===== src/rtl/hmm_pkg.sv =====
// Shared types and helpers for the keyword-spotter frame decision back-end.
package hmm_pkg;

  typedef enum logic [1:0] {
    ST_IDLE,
    ST_UPDATE,
    ST_SCAN,
    ST_OUT
  } state_t;

  function automatic int unsigned clog2(input int unsigned value);
    int unsigned r;
    r = 0;
    while ((32'd1 << r) < value) r++;
    return r;
  endfunction

endpackage


===== src/rtl/ll_window_acc.sv =====
// One model's sliding-window accumulator: WIN-deep circular history plus a running signed sum.
module ll_window_acc
  import hmm_pkg::*;
#(
  parameter int unsigned LL_W  = 32,
  parameter int unsigned WIN   = 8,
  parameter int unsigned ACC_W = LL_W + clog2(WIN)
) (
  input  logic             clk,
  input  logic             reset,
  input  logic             flush,
  input  logic             update,
  input  logic [LL_W-1:0]  sample,
  output logic [ACC_W-1:0] sum,
  output logic             primed
);

  localparam int unsigned       PTR_W     = clog2(WIN);
  localparam int unsigned       FILL_W    = clog2(WIN + 1);
  localparam logic [PTR_W-1:0]  PTR_LAST  = PTR_W'(WIN - 1);
  localparam logic [FILL_W-1:0] FILL_FULL = FILL_W'(WIN);
  localparam logic [FILL_W-1:0] FILL_LAST = FILL_W'(WIN - 1);

  logic [LL_W-1:0]   buf_q [WIN];
  logic [PTR_W-1:0]  wptr;
  logic [FILL_W-1:0] fill;
  logic [ACC_W-1:0]  add_term;
  logic [ACC_W-1:0]  sub_term;

  always_comb begin
    add_term = {{(ACC_W - LL_W){sample[LL_W-1]}}, sample};
    sub_term = '0;
    if (fill == FILL_FULL) begin
      sub_term = {{(ACC_W - LL_W){buf_q[wptr][LL_W-1]}}, buf_q[wptr]};
    end
  end

  // High when the pending update brings the window to WIN frames.
  assign primed = (fill >= FILL_LAST);

  always_ff @(posedge clk) begin
    if (reset || flush) begin
      sum  <= '0;
      wptr <= '0;
      fill <= '0;
    end else if (update) begin
      sum  <= sum + add_term - sub_term;
      wptr <= (wptr == PTR_LAST) ? '0 : wptr + 1'b1;
      if (fill != FILL_FULL) begin
        fill <= fill + 1'b1;
      end
    end
  end

  // History is never cleared; fill gating keeps stale entries out of the sum.
  always_ff @(posedge clk) begin
    if (update && !reset && !flush) begin
      buf_q[wptr] <= sample;
    end
  end

endmodule


===== src/rtl/hmm_frame_decider.sv =====
// Per-frame argmax over NUM_MODELS sliding-window likelihood sums, with keyword decision.
module hmm_frame_decider
  import hmm_pkg::*;
#(
  parameter  int unsigned NUM_MODELS = 3,
  parameter  int unsigned LL_W       = 32,
  parameter  int unsigned WIN        = 8,
  parameter  int unsigned WORD_IDX   = 0,
  parameter  int unsigned THRESH     = 0,
  localparam int unsigned ACC_W      = LL_W + clog2(WIN),
  localparam int unsigned IDX_W      = clog2(NUM_MODELS)
) (
  input  logic                       clk,
  input  logic                       reset,
  input  logic                       flush,
  input  logic [NUM_MODELS*LL_W-1:0] ll_i,
  input  logic [NUM_MODELS-1:0]      ll_dv,
  output logic                       busy,
  output logic                       overrun,
  output logic                       result_dv,
  output logic [IDX_W-1:0]           result_idx,
  output logic [ACC_W:0]             result_margin,
  output logic                       result_word
);

  localparam logic [IDX_W-1:0] SCAN_LAST = IDX_W'(NUM_MODELS - 1);
  localparam logic [IDX_W-1:0] WORD_C    = IDX_W'(WORD_IDX);
  localparam logic [ACC_W:0]   THRESH_C  = (ACC_W + 1)'(THRESH);

  state_t                   state;
  logic                     clear;
  logic                     do_update;
  logic [NUM_MODELS-1:0]    held;
  logic [NUM_MODELS-1:0]    primed;
  logic [LL_W-1:0]          hold [NUM_MODELS];
  logic [ACC_W-1:0]         sums [NUM_MODELS];
  logic [IDX_W-1:0]         scan_cnt;
  logic [IDX_W-1:0]         best_idx;
  logic signed [ACC_W-1:0]  best_sum;
  logic signed [ACC_W-1:0]  second_sum;
  logic signed [ACC_W-1:0]  cur;
  logic [IDX_W-1:0]         nx_idx;
  logic signed [ACC_W-1:0]  nx_best;
  logic signed [ACC_W-1:0]  nx_second;
  logic [ACC_W:0]           margin_n;

  assign clear     = reset || flush;
  assign do_update = (state == ST_UPDATE);
  assign busy      = (state != ST_IDLE);

  genvar g;
  generate
    for (g = 0; g < NUM_MODELS; g++) begin : g_acc
      ll_window_acc #(
        .LL_W  (LL_W),
        .WIN   (WIN),
        .ACC_W (ACC_W)
      ) u_acc (
        .clk    (clk),
        .reset  (reset),
        .flush  (flush),
        .update (do_update),
        .sample (hold[g]),
        .sum    (sums[g]),
        .primed (primed[g])
      );
    end
  endgenerate

  // A slot being consumed by UPDATE this cycle may be refilled in the same cycle.
  always_ff @(posedge clk) begin
    if (clear) begin
      held    <= '0;
      overrun <= 1'b0;
    end else begin
      for (int unsigned m = 0; m < NUM_MODELS; m++) begin
        if (ll_dv[m] && (!held[m] || do_update)) begin
          hold[m] <= ll_i[m*LL_W +: LL_W];
          held[m] <= 1'b1;
        end else if (ll_dv[m]) begin
          overrun <= 1'b1;
        end else if (do_update) begin
          held[m] <= 1'b0;
        end
      end
    end
  end

  // Fold the current model into best/second-best; strict '>' keeps the lowest index on ties.
  always_comb begin
    cur       = $signed(sums[scan_cnt]);
    nx_idx    = best_idx;
    nx_best   = best_sum;
    nx_second = second_sum;
    if (scan_cnt == '0) begin
      nx_idx    = '0;
      nx_best   = cur;
      nx_second = cur;
    end else if (cur > best_sum) begin
      nx_idx    = scan_cnt;
      nx_best   = cur;
      nx_second = best_sum;
    end else if ((scan_cnt == IDX_W'(1)) || (cur > second_sum)) begin
      nx_second = cur;
    end
    margin_n = {nx_best[ACC_W-1], nx_best} - {nx_second[ACC_W-1], nx_second};
  end

  always_ff @(posedge clk) begin
    if (clear) begin
      state         <= ST_IDLE;
      scan_cnt      <= '0;
      best_idx      <= '0;
      best_sum      <= '0;
      second_sum    <= '0;
      result_dv     <= 1'b0;
      result_idx    <= '0;
      result_margin <= '0;
      result_word   <= 1'b0;
    end else begin
      result_dv <= 1'b0;
      unique case (state)
        ST_IDLE: begin
          if (&held) begin
            state <= ST_UPDATE;
          end
        end
        ST_UPDATE: begin
          scan_cnt <= '0;
          state    <= (&primed) ? ST_SCAN : ST_IDLE;
        end
        ST_SCAN: begin
          best_idx   <= nx_idx;
          best_sum   <= nx_best;
          second_sum <= nx_second;
          // The last model is folded combinationally so the result lands on entry to OUT.
          if (scan_cnt == SCAN_LAST) begin
            result_dv     <= 1'b1;
            result_idx    <= nx_idx;
            result_margin <= margin_n;
            result_word   <= (nx_idx == WORD_C) && (margin_n >= THRESH_C);
            state         <= ST_OUT;
          end else begin
            scan_cnt <= scan_cnt + 1'b1;
          end
        end
        ST_OUT: begin
          state <= ST_IDLE;
        end
        default: begin
          state <= ST_IDLE;
        end
      endcase
    end
  end

endmodule


===== config.mk =====
export PLATFORM = sky130hd
export DESIGN_NAME = hmm_frame_decider
export DESIGN_NICKNAME = d
export VERILOG_FILES = /design/src/rtl/hmm_pkg.sv /design/src/rtl/ll_window_acc.sv /design/src/rtl/hmm_frame_decider.sv
export SDC_FILE = /design/constraint.sdc
export NUM_CORES = 2
export LEC_CHECK = 0
export BUFFER_PORTS_ARGS = -buffer_cell sky130_fd_sc_hd__buf_2
export CORE_UTILIZATION = 60
export CTS_BUF_LIST = sky130_fd_sc_hd__clkbuf_4
export DETAILED_ROUTE_END_ITERATION = 8
export PLACE_DENSITY = 0.77
export SLEW_MARGIN = 20
export SYNTH_ARGS = -nofsm -noshare
export SYNTH_HDL_FRONTEND = slang
export SYNTH_SLANG_ARGS = --single-unit

===== constraint.sdc =====
create_clock -name clk -period 7.4 [get_ports clk]
set_input_delay 1.11 -clock clk [delete_from_list [all_inputs] [get_ports clk]]
set_output_delay 1.11 -clock clk [all_outputs]
set_load 0.02 [all_outputs]

=== Word-level counts from Yosys, hierarchy flattened ===
Memory sizes are Yosys's and may differ from the RTL's. A register that Yosys moved wholly into a read port is not among the register bits.
Cells that the tools add are included.

* $add $sub $neg: 14
* $lt $le $gt $ge: 7
* Equal/unequal tests: 20
* Mux-type cells: 53
* Bitwise operators: 2
* Reduce and logical (&&, ||, !) cells: 36

{| class="wikitable"
|+ Operators with widths
! kind !! number
|-
| 35-bit two-way mux || 10
|-
| 35-bit adder || 3
|-
| 35-bit subtractor || 3
|-
| 35-bit binary-select mux with 2-bit select || 1
|-
| 35-bit greater-than comparator || 2
|-
| 36-bit by 1-bit >= comparator with 1-bit output (second input constant) || 1
|-
| 35-bit by 35-bit subtractor with 36-bit output || 1
|-
| 3-bit two-way mux || 9
|-
| 1-bit two-way mux || 25
|-
| 2-bit AND reduction || 9
|-
| 4-bit by 1-bit adder with 4-bit output (second input constant) || 3
|-
| 4-bit == test (second input constant) || 3
|-
| 4-bit by 3-bit >= comparator with 1-bit output (second input constant) || 3
|-
| 2-bit two-way mux || 6
|-
| 4-bit inequality test (second input constant) || 3
|-
| 2-bit nonzero test || 5
|-
| 3-bit by 1-bit adder with 3-bit output (second input constant) || 3
|-
| 3-bit == test (second input constant) || 3
|-
| 2-bit one-hot mux with 4 select lines || 1
|-
| 2-bit == test (second input constant) || 3
|-
| 1-bit logical AND || 6
|-
| 2-bit zero test || 3
|-
| 2-bit by 1-bit inequality test with 1-bit output (second input constant) || 3
|-
| 2-bit inequality test (second input constant) || 3
|-
| other kinds (10) || 20
|}

* Flip-flop bits (word level): 246
* RAM bits: 864
* Input port bits: 102
* Output and inout bits: 42
* Word-level logic and storage cells: 158
* Memories: 4

{| class="wikitable"
|+ Memories
! name !! depth !! width !! rd ports !! clocked after memory_dff !! wr ports !! RTL line !! RTL
|-
| g_acc[0].u_acc.buf_q || 8 || 32 || 1 || 1 || 1 || ll_window_acc.sv:24 || <nowiki>logic [LL_W-1:0] buf_q [WIN];</nowiki>
|-
| g_acc[1].u_acc.buf_q || 8 || 32 || 1 || 1 || 1 || ll_window_acc.sv:24 ||
|-
| g_acc[2].u_acc.buf_q || 8 || 32 || 1 || 1 || 1 || ll_window_acc.sv:24 ||
|-
| hold || 3 || 32 || 3 || 0 || 3 || hmm_frame_decider.sv:35 || <nowiki>logic [LL_W-1:0] hold [NUM_MODELS];</nowiki>
|}

=== Longest topological paths before layout ===
* Word-level depth: 12
* Depth in mapped cells: 31
* Depth with buffers taken out: 28

=== Hierarchy ===
A second synthesis with hierarchy kept.

* Cell total of the unflattened synthesis: 4,429
* Area, all modules: 56,558.0 µm²

{| class="wikitable"
|+ By module, submodules not included
! module !! instances !! cells an instance !! area each (µm²) !! seq. area each (µm²)
|-
| ll_window_acc at g_acc[0].u_acc || 1 || 1,047 || 14,630.3 || 8,588.2
|-
| ll_window_acc at g_acc[2].u_acc || 1 || 1,033 || 14,552.7 || 8,588.2
|-
| ll_window_acc at g_acc[1].u_acc || 1 || 1,037 || 14,541.4 || 8,588.2
|-
| hmm_frame_decider || 1 || 1,312 || 12,833.6 || 5,285.1
|}

=== Worst setup path after synthesis ===
OpenSTA, ideal clock, no wires.

* Path kind: register to register
* From: register scan_cnt[0]
* To: register result_margin[34]
* Setup time: 119 ps
* Arrival: 6,547 ps
* Data required time: 7,281 ps
* Path slack: 735 ps
* Stages on the path, launching flop included: 30
* Path buffers: 3
* Clock period less this slack: 6,665 ps
* Cell sequence: dfxtp_1 > clkbuf_1 > clkbuf_1 > mux2i_1 > nor2_1 > a21oi_1 > inv_1 > ha_1 > a21o_1 > a21o_1 > a21oi_1 > o211a_1 > o21ai_0 > or3_1 > and2_1 > o31ai_2 > clkbuf_1 > nand2_1 > o221ai_1 > ha_1 > a2111o_1 > a31o_1 > a311o_1 > a31o_4 > a41oi_4 > a31oi_4 > a221oi_4 > o21ai_2 > xnor2_1 > o21ai_1

* Word-level cells in the longest chain between the ends: 10
* Elaborated cells on any way between the ends: 17
* Classes of those cells: add/sub: 1; order compare: 2; eq/ne: 2; mux: 8; bitwise: 1; reduce/logical: 3

{| class="wikitable"
|+ RTL lines
! item !! RTL line !! RTL
|-
| start: declaration || hmm_frame_decider.sv:37 || <nowiki>logic [IDX_W-1:0] scan_cnt;</nowiki>
|-
| start signal: assignment || hmm_frame_decider.sv:144 || <nowiki>scan_cnt <= scan_cnt + 1'b1;</nowiki>
|-
| 2-bit NOT with 3-bit output (not written as such) || hmm_frame_decider.sv:91 || <nowiki>cur = $signed(sums[scan_cnt]);</nowiki>
|-
| 35-bit binary-select mux with 2-bit select || hmm_frame_decider.sv:91 ||
|-
| 35-bit two-way mux (not written as such) (2 in series) || hmm_frame_decider.sv:91 ||
|-
| 35-bit greater-than comparator || hmm_frame_decider.sv:103 || <nowiki>end else if ((scan_cnt == IDX_W'(1)) || (cur > second_sum)) begin</nowiki>
|-
| 1-bit logical OR || hmm_frame_decider.sv:103 ||
|-
| 35-bit two-way mux || hmm_frame_decider.sv:103 ||
|-
| 35-bit two-way mux || hmm_frame_decider.sv:99 || <nowiki>end else if (cur > best_sum) begin</nowiki>
|-
| 35-bit two-way mux || hmm_frame_decider.sv:95 || <nowiki>if (scan_cnt == '0) begin</nowiki>
|-
| 35-bit by 35-bit subtractor with 36-bit output || hmm_frame_decider.sv:106 || <nowiki>margin_n = {nx_best[ACC_W-1], nx_best} - {nx_second[ACC_W-1], nx_second};</nowiki>
|-
| end signal: assignment || hmm_frame_decider.sv:140 || <nowiki>result_margin <= margin_n;</nowiki>
|-
| end: declaration || hmm_frame_decider.sv:22 || <nowiki>output logic [ACC_W:0] result_margin,</nowiki>
|}

Several ways; a longest one is shown, not always the timed one. The select of a mux whose other input is x is not followed.
A chain may end at the register's enable or synchronous reset.

=== Worst setup path in the final report ===
Same ends and word-level chain as after synthesis.

==> impl_results.md <==
* GRT overflow at 0
* Grt peak-use layer: met2
* Vias post-DR at between 30000 and 40000
* P_leak at about 23 nW
* Crit-path most repeated cell: buf_4
* Starting DRC count in detailed routing at 3130
* Clk root buf: clkbuf_4
* Dominant cell type by area after synthesis: edfxtp_1
* Worst-path fanout max at 10
* Count leader, synth: edfxtp_1
* Syn Nets at approximately 4800
* First-pass GRT wire length at 211 mm
* RSZ-0062 raised after global routing: false
* Final hold viol count at 0
* Vias in the first global route at around 37000
* HPWL Detailed at a little over 90 mm
* Status: completed
* First-pass DRT Iterations at 6
* Synth top area share at 47.5%
* Fin crit share at between 90% and 100%
* Routed wire per std cell at between 20 and 25 um
* Crit path required time at about 8400 ps
* Max Clk Rate at between 100 and 150 MHz
* Total negative slack at 0 ps
* Most used DFF post-synth: edfxtp_1
* Antenna Violating Nets Remaining at 0
* CP Capture Type: flip-flop
* Cell Area, Synth at about 55000 um2
* Max-cap violation count at 0
* Largest net degree at the start of global routing at between 70 and 80
* CTS tree: done
* Pins Over Slew Limit at 0
* Core Rows at between 100 and 150
* Die Y at ~300 um
* Final #Nets at roughly 5200
* TritonCTS Sinks at 1119
* Synth async-reset ratio at 0%
* Final count of negative-setup-slack endpoints at 0
* Initial antenna violation count at 7
* R2R depth at 28
* GR Util met1 at roughly 40%
* FF+latch count, synth at 1119
* Reg2reg start: scan_cnt[0]
* WS Path Type: flip-flop to flip-flop
* Worst r2r dst: result_margin[34]
* Synth top cells by count: edfxtp_1 (864), inv_1 (534), a21oi_1 (362)
* Width of the die at slightly above 300 um
* GRT Resource Usage Total at between 30% and 40%
* Register area share after synthesis at 56.8%
* Slew HR at about a third
* Initial Utilization at about three fifths
* Syn. warnings at 0
* Hold Crit Endpoint: hold[0][46]
* Clk slew on worst S/H paths at ~60 ps
* Number of synthesized flops with an enable pin at roughly 860
* Hold Path Stages at 1
* Met2 global-route usage at between 40% and 50%
* Critical Path Max Stage Delay at between 400 and 500 ps
* Port bufs at roughly 140
* Fin util at 67.8%
* Clock Path Buffers at 4
* CTS H-tree lvls at 5
* Clk_lat worst skew at between 1000 and 1500 ps
* Worst R2R Setup Slack at around 340 ps
* Crit path max-delay cell type: a2111o_1
* Setup crit start kind: flip-flop
* Synth top area cells: edfxtp_1 (47%), dfxtp_1 (9.3%), mux4_2 (7.9%)
* DRC viols at 0
* Slew @ Worst Pin at about 1000 ps
* Avg Synthesized Cell Area at between 10 and 15 um2
* Worst Hold Class: input port to flip-flop
* Tmin final at between 7000 and 8000 ps
* TritonCTS Buffers at 303
* Clock Skew at 145 ps
* Cells after synthesis at roughly 4400
* Distinct cells, synth at 83
* CP Data Arrival Time at 8060 ps
* # IOs at roughly 140
* Power density cells at around 200 nW/um2
* Peak supply drop at about 0.2 mV
* Vias/cell at 5.93
* Die ar. at 92200 um2
* Core area at about 90000 um2
* Layout cells sized above 1 at 19.2%
* Fin Hold WS at between 90 and 100 ps
* Met3 Use GR at 6.42%
* Placer Congestion at roughly 0.97
* Final wirelength at between 100 and 150 mm
* Hold_sp: ll_i[46]
* Area Overhead vs Synth at 11.9%
## critical path: cells and delay by family (launching register included)
family	cells	cell delay, ps
AOI/OAI and AO/OA	14	3380
and+or+nand+nor	6	1130
buffers and inverters	4	780
adders and majority gates	2	720
DFF	1	450
muxes	1	230
xor gates and xnor gates	1	130
## cells by family (layout without fill, tap and decap cells)
group,count (synthesis),in the layout,synth area share (%)
fa+ha+maj,330,330,8.97
flops,1119,1119,56.8
other cells,0,10,0
simple gates,938,938,7.58
buf+inv,725,1302,5.00
xor+xnor,111,111,1.78
mux,327,327,10.4
compound gates,808,808,9.43
## routing by layer
metal  wire length [um]  up-vias
li1                   -    16800
met1              54800    17800
met2              65300     1472
met3              11000      324
met4               5130        6
met5                 44        -
## worst max path at each step
stage | startpoint | to | slack, ps | cells past startpoint
after global placement | scan_cnt[0] | result_margin[32] | 400 | 28
final | scan_cnt[0] | result_margin[34] | 340 | 28
after detailed placement | scan_cnt[0] | result_margin[32] | 280 | 28
after CTS | scan_cnt[0] | result_margin[34] | 190 | 28
after floorplan | scan_cnt[0] | result_margin[34] | 730 | 29
after global routing | scan_cnt[0] | result_margin[34] | 10 | 31
## state kept, by name, indices dropped and copies added (netlist names), named ones only
register	count
second_sum	35
result_word	1
best_idx	2
held	3
g_acc.u_acc.sum	105
overrun	1
result_margin	36
scan_cnt	2
g_acc.u_acc.buf_q	768
g_acc.u_acc.wptr	9
state	1
g_acc.u_acc.fill	12
result_idx	2
result_dv	1
best_sum	35
hold	96
## repair_timing
action / in CTS / in global routing
buffers inserted: 0 / 1
hold buffers: 50 / 0
endpoints found under the setup margin: 0 / 14
hold endpoints to repair: 50 / 0
gates resized for setup: 0 / 25
## metrics by stage
stage / setup WS (ps) / area (um2) / total power [mW] / std cells
2_1_floorplan: 735 / 54600 / 7.13 / 4358
3_3_place_gp: 398 / 57000 / 7.24 / 5566
3_5_place_dp: 282 / 57000 / 7.24 / 5566
4_1_cts: 186 / 61000 / 12.4 / 6110
5_1_grt: 13.5 / 61100 / 12.8 / 6118
6_report: 340 / 61200 / 12.3 / 6121
## area by class of cell
| cell class | instances | area, um2 |
|---|---|---|
| Antenna cell | 10 | 25.0 |
| Clock buffer | 420 | 3150 |
| Clock inverter | 74 | 373 |
| Fill cell | 6478 | 29000 |
| Inverter | 535 | 2010 |
| Multi-Input combinational cell | 2514 | 21200 |
| Sequential cell | 1119 | 31100 |
| Tap cell | 1176 | 1470 |
| Timing Repair Buffer | 273 | 1870 |
## cell usage in the layout (no fill, tap or decap), types with 9 or more instances in the layout
master,synthesis,final
nor3_2,0,13
nand2b_1,35,34
nand4_1,31,31
a211o_1,9,9
nor2_4,0,10
a21oi_2,2,21
a211oi_1,71,71
nand3_1,55,55
a31oi_1,20,19
nor2b_1,20,19
clkinv_1,0,56
and3_1,14,14
diode_2,0,10
nand2_1,327,326
o221ai_1,69,69
inv_1,534,534
o21bai_1,9,9
nor2_1,339,328
mux4_2,192,192
o211ai_1,10,10
nor3_1,40,27
buf_2,3,143
a21o_1,71,71
and2_1,13,12
edfxtp_1,864,864
clkbuf_4,0,420
ha_1,227,227
xnor2_1,75,75
o21a_1,17,17
o21ai_0,95,95
mux2i_1,135,131
buf_4,2,76
fa_1,103,103
xor2_1,36,36
dlygate4sd3_1,0,50
o31ai_1,9,9
a21oi_1,362,339
dfxtp_1,255,245
or3_1,20,19
## power by group
group | total (mW) | switching [mW] | internal [mW]
clock | 5.15 | 2.45 | 2.70
combinational | 0.361 | 0.207 | 0.154
sequential | 6.77 | 0.0346 | 6.74
Power figures use the tool's default switching activity.
